==> config.mk <==
export PLATFORM = sky130hd
export DESIGN_NAME = tmds_decoder
export DESIGN_NICKNAME = d
export VERILOG_FILES = /design/src/rtl/tmds_pkg.sv /design/src/rtl/tmds_symbol_decode.sv /design/src/rtl/tmds_decoder.sv
export SDC_FILE = /design/constraint.sdc
export NUM_CORES = 1
export LEC_CHECK = 0
export CORE_ASPECT_RATIO = 0.7
export CORE_MARGIN = 2
export CORE_UTILIZATION = 25
export DETAILED_ROUTE_END_ITERATION = 8
export GPL_TIMING_DRIVEN = 0
export PLACE_DENSITY_LB_ADDON = 0.12
export REMOVE_ABC_BUFFERS = 1
export SYNTH_ARGS = -nofsm -noshare
export SYNTH_HDL_FRONTEND = slang
export SYNTH_SLANG_ARGS = --single-unit
==> constraint.sdc <==
create_clock -name clk -period 6.26 [get_ports clk]
set_input_delay 0.939 -clock clk [delete_from_list [all_inputs] [get_ports clk]]
set_output_delay 0.939 -clock clk [all_outputs]
set_load 0.1 [all_outputs]
==> src/rtl/tmds_pkg.sv <==
// Shared TMDS definitions: control-token encodings (also used by the encoder)
// and the receiver lock-state encoding.
package tmds_pkg;

  localparam logic [9:0] CTRL_TOKEN_00 = 10'h354;
  localparam logic [9:0] CTRL_TOKEN_01 = 10'h0AB;
  localparam logic [9:0] CTRL_TOKEN_10 = 10'h154;
  localparam logic [9:0] CTRL_TOKEN_11 = 10'h2AB;

  typedef enum logic [1:0] {
    SEARCH = 2'd0,
    SLIP   = 2'd1,
    LOCKED = 2'd2
  } lock_state_e;

  function automatic logic [3:0] ones8(input logic [7:0] v);
    logic [3:0] n;
    n = '0;
    for (int unsigned i = 0; i < 8; i++) begin
      n = n + {3'b000, v[i]};
    end
    return n;
  endfunction

endpackage

==> src/rtl/tmds_symbol_decode.sv <==
// Combinational TMDS symbol decode: control-token match, 10b->8b data
// recovery and the transition-minimisation consistency check.
module tmds_symbol_decode (
  input  logic [9:0] tmds_i,
  output logic       is_ctrl_o,
  output logic [1:0] cd_o,
  output logic [7:0] vd_o,
  output logic       err_o
);
  import tmds_pkg::*;

  logic [7:0] d;
  logic [7:0] vd;
  logic [3:0] n1;
  logic       use_xnor;

  always_comb begin
    is_ctrl_o = 1'b1;
    cd_o      = '0;
    case (tmds_i)
      CTRL_TOKEN_00: cd_o = 2'b00;
      CTRL_TOKEN_01: cd_o = 2'b01;
      CTRL_TOKEN_10: cd_o = 2'b10;
      CTRL_TOKEN_11: cd_o = 2'b11;
      default:       is_ctrl_o = 1'b0;
    endcase

    d     = tmds_i[9] ? ~tmds_i[7:0] : tmds_i[7:0];
    vd    = '0;
    vd[0] = d[0];
    for (int unsigned i = 1; i < 8; i++) begin
      vd[i] = tmds_i[8] ? (d[i] ^ d[i-1]) : ~(d[i] ^ d[i-1]);
    end

    // The encoder's XOR/XNOR choice is a function of the data, so bit 8 must agree.
    n1       = ones8(vd);
    use_xnor = (n1 > 4'd4) || ((n1 == 4'd4) && !vd[0]);
    err_o    = !is_ctrl_o && (tmds_i[8] != !use_xnor);
    vd_o     = vd;
  end

endmodule

==> src/rtl/tmds_decoder.sv <==
// TMDS channel decoder: registered symbol decode, error counting, and
// symbol-alignment lock FSM that requests deserializer bit slips.
module tmds_decoder #(
  parameter int unsigned CTRL_RUN     = 16,
  parameter int unsigned SLIP_TIMEOUT = 1024,
  parameter int unsigned SLIP_WAIT    = 8,
  parameter int unsigned ERR_LIMIT    = 8,
  parameter int unsigned ERR_WIN      = 1024
) (
  input  logic        clk,
  input  logic        rst_i,
  input  logic [9:0]  tmds_i,
  output logic [7:0]  vd_o,
  output logic [1:0]  cd_o,
  output logic        vde_o,
  output logic        err_o,
  output logic        locked_o,
  output logic        bitslip_o,
  output logic [15:0] err_cnt_o
);
  import tmds_pkg::*;

  localparam int unsigned RUN_W  = $clog2(CTRL_RUN + 1);
  localparam int unsigned TMO_W  = $clog2(SLIP_TIMEOUT + 1);
  localparam int unsigned WAIT_W = $clog2(SLIP_WAIT + 1);
  localparam int unsigned WIN_W  = $clog2(ERR_WIN + 1);
  localparam int unsigned ERR_W  = $clog2(ERR_LIMIT + 1);

  logic       sym_is_ctrl;
  logic [1:0] sym_cd;
  logic [7:0] sym_vd;
  logic       sym_err;

  tmds_symbol_decode u_decode (
    .tmds_i    (tmds_i),
    .is_ctrl_o (sym_is_ctrl),
    .cd_o      (sym_cd),
    .vd_o      (sym_vd),
    .err_o     (sym_err)
  );

  lock_state_e state_q, state_d;
  logic [RUN_W-1:0]  run_q, run_d, run_inc;
  logic [TMO_W-1:0]  tmo_q, tmo_d;
  logic [WAIT_W-1:0] wait_q, wait_d;
  logic [WIN_W-1:0]  win_q, win_d;
  logic [ERR_W-1:0]  win_err_q, win_err_d, win_err_inc;
  logic              win_wrap;
  logic              bitslip_q, bitslip_d;
  logic [7:0]        vd_q, vd_d;
  logic [1:0]        cd_q, cd_d;
  logic              vde_q, vde_d;
  logic              err_q, err_d;
  logic [15:0]       err_cnt_q, err_cnt_d;

  always_comb begin
    vd_d      = vd_q;
    cd_d      = cd_q;
    vde_d     = vde_q;
    err_d     = sym_err;
    err_cnt_d = err_cnt_q;
    if (sym_is_ctrl) begin
      cd_d  = sym_cd;
      vde_d = 1'b0;
    end else begin
      vd_d  = sym_vd;
      vde_d = 1'b1;
    end
    if (sym_err && (err_cnt_q != '1)) begin
      err_cnt_d = err_cnt_q + 16'd1;
    end
  end

  always_comb begin
    state_d     = state_q;
    run_d       = run_q;
    tmo_d       = tmo_q;
    wait_d      = wait_q;
    win_d       = win_q;
    win_err_d   = win_err_q;
    bitslip_d   = 1'b0;
    run_inc     = sym_is_ctrl ? run_q + RUN_W'(1) : '0;
    win_err_inc = win_err_q + ERR_W'(sym_err);
    win_wrap    = (win_q == WIN_W'(ERR_WIN - 1));

    case (state_q)
      SEARCH: begin
        run_d = run_inc;
        tmo_d = tmo_q + TMO_W'(1);
        // Lock is tested first so a run completing on the timeout symbol wins.
        if (run_inc == RUN_W'(CTRL_RUN)) begin
          state_d   = LOCKED;
          run_d     = '0;
          tmo_d     = '0;
          win_d     = '0;
          win_err_d = '0;
        end else if (tmo_q == TMO_W'(SLIP_TIMEOUT - 1)) begin
          state_d   = SLIP;
          bitslip_d = 1'b1;
          run_d     = '0;
          tmo_d     = '0;
          wait_d    = '0;
        end
      end
      SLIP: begin
        if (wait_q == WAIT_W'(SLIP_WAIT - 1)) begin
          state_d = SEARCH;
          wait_d  = '0;
          run_d   = '0;
          tmo_d   = '0;
        end else begin
          wait_d = wait_q + WAIT_W'(1);
        end
      end
      LOCKED: begin
        win_d = win_wrap ? '0 : win_q + WIN_W'(1);
        if (win_err_inc == ERR_W'(ERR_LIMIT)) begin
          state_d   = SEARCH;
          run_d     = '0;
          tmo_d     = '0;
          win_d     = '0;
          win_err_d = '0;
        end else if (win_wrap) begin
          win_err_d = '0;
        end else begin
          win_err_d = win_err_inc;
        end
      end
      default: begin
        state_d = SEARCH;
        run_d   = '0;
        tmo_d   = '0;
      end
    endcase
  end

  always_ff @(posedge clk) begin
    if (rst_i) begin
      state_q   <= SEARCH;
      run_q     <= '0;
      tmo_q     <= '0;
      wait_q    <= '0;
      win_q     <= '0;
      win_err_q <= '0;
      bitslip_q <= 1'b0;
      vd_q      <= '0;
      cd_q      <= '0;
      vde_q     <= 1'b0;
      err_q     <= 1'b0;
      err_cnt_q <= '0;
    end else begin
      state_q   <= state_d;
      run_q     <= run_d;
      tmo_q     <= tmo_d;
      wait_q    <= wait_d;
      win_q     <= win_d;
      win_err_q <= win_err_d;
      bitslip_q <= bitslip_d;
      vd_q      <= vd_d;
      cd_q      <= cd_d;
      vde_q     <= vde_d;
      err_q     <= err_d;
      err_cnt_q <= err_cnt_d;
    end
  end

  assign vd_o      = vd_q;
  assign cd_o      = cd_q;
  assign vde_o     = vde_q;
  assign err_o     = err_q;
  assign err_cnt_o = err_cnt_q;
  assign bitslip_o = bitslip_q;
  assign locked_o  = (state_q == LOCKED);

endmodule

# Yosys cells after proc, flatten, opt, wreduce, memory -nomap -nowiden
# Cells that the tools add are included.
[classes]
muxes = 40
mul = 0
n_lt_le_gt_ge = 1
n_eq_ne = 20
shifts = 0
bitwise_logic = 16
addsub = 13
div_mod_pow = 0
reduce_logical = 16
[op_table]
columns = ["operator", "count"]
rows = [
  ["two-way mux 11 bit", 7],
  ["case mux 11 bit (3 select lines)", 1],
  ["adder 4 x 1 -> 4 bit", 7],
  ["two-way mux 5 bit", 5],
  ["two-way mux 4 bit", 6],
  ["adder 11 x 1 -> 11 bit, second input constant", 2],
  ["== test 11 x 10 -> 1 bit, second input constant", 2],
  ["case mux 11 bit (2 select lines)", 1],
  ["== test 10 bit, second input constant", 2],
  ["adder 16 x 1 -> 16 bit, second input constant", 1],
  ["!= test 16 bit, second input constant", 1],
  ["case mux 4 bit (2 select lines)", 2],
  ["case mux 5 bit (3 select lines)", 1],
  ["case mux 2 bit (3 select lines)", 2],
  ["== test 10 x 8 -> 1 bit, second input constant", 1],
  ["== test 10 x 9 -> 1 bit, second input constant", 1],
  ["two-way mux 1 bit", 10],
  ["== test 4 x 3 -> 1 bit, second input constant", 2],
  ["two-way mux 2 bit", 4],
  ["two-way mux 8 bit", 1],
  ["!= test 2 bit, second input constant", 4],
  ["NOT 1 bit", 8],
  ["NOT 8 bit", 1],
  ["bitwise XOR 1 bit", 7],
  ["other kinds (20)", 27],
]
[totals]
regBits = 66
ramBits = 0
wordCells = 118
memories = 0
mem_bits_ro = 0
latchBits = 0

# Logic depth before layout (Yosys ltp)
[depth]
depth_word = 22
depth_mapped = 23
ltp_nobuf = 20

# Cells and area by module
# Synthesis repeated with hierarchy kept, for this count alone.
[unflattened]
cells_unflattened = 399
hier_area_um2 = 3474.6
[modules_own_cells]
columns = ["mod", "instances", "cells_each", "area_each_um2", "seq_area_each_um2"]
rows = [
  ["tmds_decoder", 1, 346, 3050.4, 1321.3],
  ["tmds_symbol_decode", 1, 53, 424.2, 0.0],
]

# Worst setup path after synthesis
# No wires, ideal clock.
[synth_path]
path_kind = "in2reg"
from = "in tmds_i[4]"
to = "reg tmo_q[0]"
path_buffers = 3
t_required_ns = 6.143
path_slack_ns = 0.462
arrival_time_ns = 5.681
cell_stages = 22
cell_sequence = "xor2_1 -> xnor2_1 -> ha_1 -> inv_1 -> fa_1 -> inv_1 -> fa_1 -> fa_1 -> o31a_1 -> a21oi_2 -> xnor2_2 -> buf_2 -> buf_2 -> nor2_1 -> ha_1 -> ha_1 -> xor2_1 -> o41ai_2 -> nand2_1 -> a22oi_1 -> buf_2 -> nor2_1"
[synth_via]
elab_chain_cells = 19
elab_cells_between_ends = 34
classes_between = "add/sub (5); order compare (1); eq/ne (9); mux (7); bitwise (5); reduce/logical (7)"
[synth_lines]
columns = ["item", "line_no", "text"]
rows = [
  ["from (decl)", "tmds_decoder.sv:12", "input logic [9:0] tmds_i,"],
  ["NOT 8 bit", "tmds_symbol_decode.sv:28", "d = tmds_i[9] ? ~tmds_i[7:0] : tmds_i[7:0];"],
  ["two-way mux 8 bit *", "tmds_symbol_decode.sv:28", ""],
  ["bitwise XOR 1 bit *", "tmds_symbol_decode.sv:32", "vd[i] = tmds_i[8] ? (d[i] ^ d[i-1]) : ~(d[i] ^ d[i-1]);"],
  ["NOT 1 bit", "tmds_symbol_decode.sv:32", ""],
  ["two-way mux 1 bit *", "tmds_symbol_decode.sv:32", ""],
  ["net sym_vd[4]", "tmds_decoder.sv:31", "logic [7:0] sym_vd;"],
  ["adder 4 x 1 -> 4 bit * (4 in series)", "tmds_pkg.sv:20", "n = n + {3'b000, v[i]};"],
  ["branches (longest 2 deep; another with greater-than comparator 4 x 3 -> 1 bit)", "n/a", ""],
  ["logical OR 1 bit *", "tmds_symbol_decode.sv:37", "use_xnor = (n1 > 4'd4) || ((n1 == 4'd4) && !vd[0]);"],
  ["zero test 1 bit *", "tmds_symbol_decode.sv:38", "err_o = !is_ctrl_o && (tmds_i[8] != !use_xnor);"],
  ["!= test 1 bit *", "tmds_symbol_decode.sv:38", ""],
  ["logical AND 1 bit *", "tmds_symbol_decode.sv:38", ""],
  ["net err_d", "tmds_decoder.sv:53", "logic err_q, err_d;"],
  ["adder 4 x 1 -> 4 bit *", "tmds_decoder.sv:83", "win_err_inc = win_err_q + ERR_W'(sym_err);"],
  ["== test 4 bit *", "tmds_decoder.sv:117", "if (win_err_inc == ERR_W'(ERR_LIMIT)) begin"],
  ["!= test 2 x 1 -> 1 bit (no source line) *", "n/a", ""],
  ["AND reduction 2 bit (no source line) *", "n/a", ""],
  ["to (signal assigned)", "tmds_decoder.sv:154", "tmo_q <= tmo_d;"],
  ["to (decl)", "tmds_decoder.sv:44", "logic [TMO_W-1:0] tmo_q, tmo_d;"],
]
# Mark *: on every way through the listed nets, which the timed path passes.
# A chain may end at the register's enable or synchronous reset.

# Worst setup path after layout
[layout_path]
from = "in tmds_i[4]"
to = "reg run_q[3]"
[layout_via]
elab_chain_cells = 19
elab_cells_between_ends = 35
classes_between = "add/sub (5); order compare (1); eq/ne (9); mux (8); bitwise (5); reduce/logical (7)"
[layout_lines]
columns = ["item", "line_no", "text"]
rows = [
  ["NOT 8 bit", "tmds_symbol_decode.sv:28", ""],
  ["two-way mux 8 bit *", "tmds_symbol_decode.sv:28", ""],
  ["bitwise XOR 1 bit *", "tmds_symbol_decode.sv:32", ""],
  ["NOT 1 bit", "tmds_symbol_decode.sv:32", ""],
  ["two-way mux 1 bit *", "tmds_symbol_decode.sv:32", ""],
  ["net sym_vd[4]", "tmds_decoder.sv:31", ""],
  ["adder 4 x 1 -> 4 bit * (4 in series)", "tmds_pkg.sv:20", ""],
  ["branches (longest 2 deep; another with greater-than comparator 4 x 3 -> 1 bit)", "n/a", ""],
  ["logical OR 1 bit *", "tmds_symbol_decode.sv:37", ""],
  ["zero test 1 bit *", "tmds_symbol_decode.sv:38", ""],
  ["!= test 1 bit *", "tmds_symbol_decode.sv:38", ""],
  ["logical AND 1 bit *", "tmds_symbol_decode.sv:38", ""],
  ["net err_d", "tmds_decoder.sv:53", ""],
  ["adder 4 x 1 -> 4 bit *", "tmds_decoder.sv:83", ""],
  ["== test 4 bit *", "tmds_decoder.sv:117", ""],
  ["!= test 2 x 1 -> 1 bit (no source line) *", "n/a", ""],
  ["AND reduction 2 bit (no source line) *", "n/a", ""],
  ["to (signal assigned)", "tmds_decoder.sv:153", "run_q <= run_d;"],
  ["to (decl)", "tmds_decoder.sv:43", "logic [RUN_W-1:0] run_q, run_d, run_inc;"],
]
# Marks and branches as above.

==> summary.txt <==
status = complete, no violations
Post-synth top flop = dfxtp_1
Worst VDD drop = 138.0 µV
WS Path Type = input pin to flip-flop
gr ovfl total = 0
first-pass GRT wire length = 15740 µm
worst setup margin = 0.2527 ns
Seq/Total Area, Yosys = 36.14%
clk slew on worst S/H paths = 0.05 ns
top fanout value on the critical path = 14
worst reg2reg endpoint = win_q[6]
worst r2r src = run_q[0]
CTS Buffer Depth = 2
ANT cells = 0
fin area = 4664 µm²
final wirelength = 9356 µm
final hold slack = 0.4562 ns
Final Hold Violating Endpoints = 0
Clock Latency Late Sink = 0.32 ns
Worst Hold Launch = tmo_q[10]
Hold WC Path Type = flip-flop to flip-flop
Setup violations, final = 0
vias in the first global route = 3065
Mapped Area = 3656 µm²
synth warn = 0
CTS tree = built
FF+latch count, synth = 66
Vias per Instance = 4.818
Starting Density = 25.93%
EDFF count, synth = 0
CP max stage delay = 0.53 ns
die height = 105.2 µm
Final nets = 501
Design Power = 1.337 mW
CP required = 6.52 ns
Hold Path Stages = 2
RSZ-0062 raised after global routing = false
worst rel slew slack = 32.24%
asr flop ratio synth = 0%
register area = 1321 µm²
post-synthesis cell type count = 61
R2R Setup Slk = 3.75 ns
Synth top area share = 36.14%
minimum clock period = 6.007 ns
Core Rows = 36
Post-Syn Instances = 431
IO buf count = 41
largest net degree at the start of global routing = 49
CTS root buffer = clkbuf_16
Pleak = 1.741 nW
Fillers = 1475
part of the cycle the worst path needs = 95.96%
Initial DRT Pass Iterations = 5
crit path launch type = input pin
post-route antenna net violation count = 0
CTS sink count = 66
multi-input logic area = 2243 µm²
worst hold endpoint = tmo_q[10]
post-place setup slack = -2.264 ns
max_cap viols = 0
cts bufs inserted = 9
Worst-Margin Slew = 1.013 ns
Tot GR Track Use = 12.52%
Post-DP Area = 4253 µm²
DIE AREA = 15620 µm²
post-synth top area cell = dfxtp_1
Synth area leaders = dfxtp_1, ha_1, nor2_1
HPWL Detailed = 6455 µm
Final Slew Violations = 0
clk_skew = 0.004345 ns
power per cell area = 286.7 nW/µm²
share of post-route cells with drive strength above 1 = 10.11%
hold buffers post-CTS = 0
htree depth = 3
initial antenna violation count = 0
CP Capture Type = flip-flop
DIE WIDTH = 148.5 µm
Final GP Congestion = 0.7027
slowest CP cell = clkdlybuf4s50_1
worst path cell trace = clkdlybuf4s50_1, xor2_1, xnor2_1, ha_1, inv_1, fa_1, inv_1, fa_1, fa_1, o31a_1, a21oi_4, xnor2_4, nor2_1, ha_1, ha_1, o41ai_4, buf_6, nand2_4, or4_1, a21oi_1
1st-iter DRT viols = 188
WL/cell = 14.07 µm
via count = 3204
WP data arrival = 6.26 ns
Core Area = 14100 µm²
IO Count = 42
FF-to-FF path depth = 7
synth-to-layout area growth = 27.58%
Mean Syn Cell Area = 8.483 µm²
fmax = 166.5 MHz
DRC viols = 0
[per-stage QoR]
step / util (%) / cells / TNS [ns]
detailed placement: 30.17 / 644 / -44.16
CTS: 32.98 / 664 / 0
global placement: 29.80 / 641 / -80.40
global route: 33.08 / 665 / 0
finish: 33.08 / 665 / 0
floorplan: - / 410 / -9.137
[synth_stat cells (all sizes together), types with 5 or more instances]
master  count
nor3       20
dfxtp      66
xor2       16
a311oi      6
and3       10
a22oi       5
nand3      20
xnor2       8
nand4      13
o31ai       5
o21ai      14
a21oi      28
clkbuf     13
nor2       54
nand2      25
nor2b       7
buf         8
mux2        6
inv        14
ha         16
or4         8
or3        10
[layout by cell type, fill, tap and decap left out, drive strengths merged, types with 4 or more instances in the layout]
cell,synthesis,routed
nand2,25,25
clkdlybuf4s50,0,39
a22oi,5,5
clkbuf,13,15
mux2,6,6
nor3,20,20
buf,8,8
and4,4,4
dfxtp,66,66
a211oi,4,4
o21ai,14,14
nand4,13,13
inv,14,14
xnor2,8,9
or3,10,10
o31ai,5,5
xor2,16,16
nor2b,7,7
o21a,4,4
nand3,20,20
a21oi,28,28
nor4,4,4
or4,8,8
ha,16,16
a311oi,6,6
a31oi,4,4
and3,10,10
nor2,54,54
[worst max-delay path, delay by kind of cell]
family	cells	cell delay, ns
AND/OR/NAND/NOR	3	0.73
buffers and inverters	4	0.84
XOR/XNOR	3	0.46
AO/OA/AOI/OAI	4	1.04
adder cells (fa/ha/maj)	6	2.24
[report_power, final]
part	internal, mW	total, mW	leakage, nW	switching [mW]
Combinational	0.119	0.357	1.05	0.238
Clock	0.352	0.531	0.156	0.179
Sequential	0.436	0.449	0.535	0.0127
[routing by layer]
| metal | vias up | global-route usage (%) | wire length (µm) |
|---|---|---|---|
| li1 | 1657 | - | - |
| met1 | 1489 | 18.51 | 5210 |
| met2 | 52 | 18.22 | 3705 |
| met3 | 6 | 3.100 | 383 |
| met4 | 0 | 2.721 | 57 |
| met5 | - | 0 | 0 |
[state kept, by name, indices dropped and copies added (netlist names), 2 cells and up]
| name | flops |
|---|---|
| cd_o | 2 |
| run_q | 5 |
| vd_o | 8 |
| err_cnt_o | 16 |
| tmo_q | 11 |
| win_q | 11 |
| wait_q | 4 |
| state_q | 2 |
| win_err_q | 4 |
[cells by family (layout without fill, tap and decap cells)]
logic type      count (synthesis)  in the layout  synth area share [%]
compound gates                 86             86                 15.88
xor+xnor                       24             25                 5.955
fa+ha+maj                      19             19                 7.118
buf+inv                        35             78                 4.244
flops                          66             66                 36.14
mux                             9              9                 2.669
simple gates                  192            192                 28.00
[how the worst max path moves through the flow]
| stage | startpoint | to | slack [ns] | cells past startpoint |
|---|---|---|---|---|
| finish | tmds_i[4] | run_q[3] | 0.25 | 20 |
| global route | tmds_i[4] | run_q[2] | 0.05 | 20 |
| CTS | tmds_i[4] | run_q[3] | 0.02 | 20 |
| detailed placement | tmds_i[8] | tmo_q[7] | -2.26 | 21 |
| global placement | tmds_i[8] | tmo_q[9] | -3.57 | 20 |
| floorplan | tmds_i[4] | tmo_q[0] | -0.69 | 20 |
[repair_timing]
item,4_1_cts,5_1_grt
pin swaps,3,1
setup endpoints to repair,29,18
gates resized for setup,7,2
gates cloned,1,0
buffers inserted,3,1
[area by class of cell]
cell class	instances	share of cell area [%]
clock buffers	15	6.170
clock inverters	1	0.6438
inverters	14	1.127
multi-input cells	331	48.10
flip-flops and latches	66	28.33
well taps	190	5.097
repair buffers	48	10.54
Note: power is estimated with default switching activity, not from simulation.
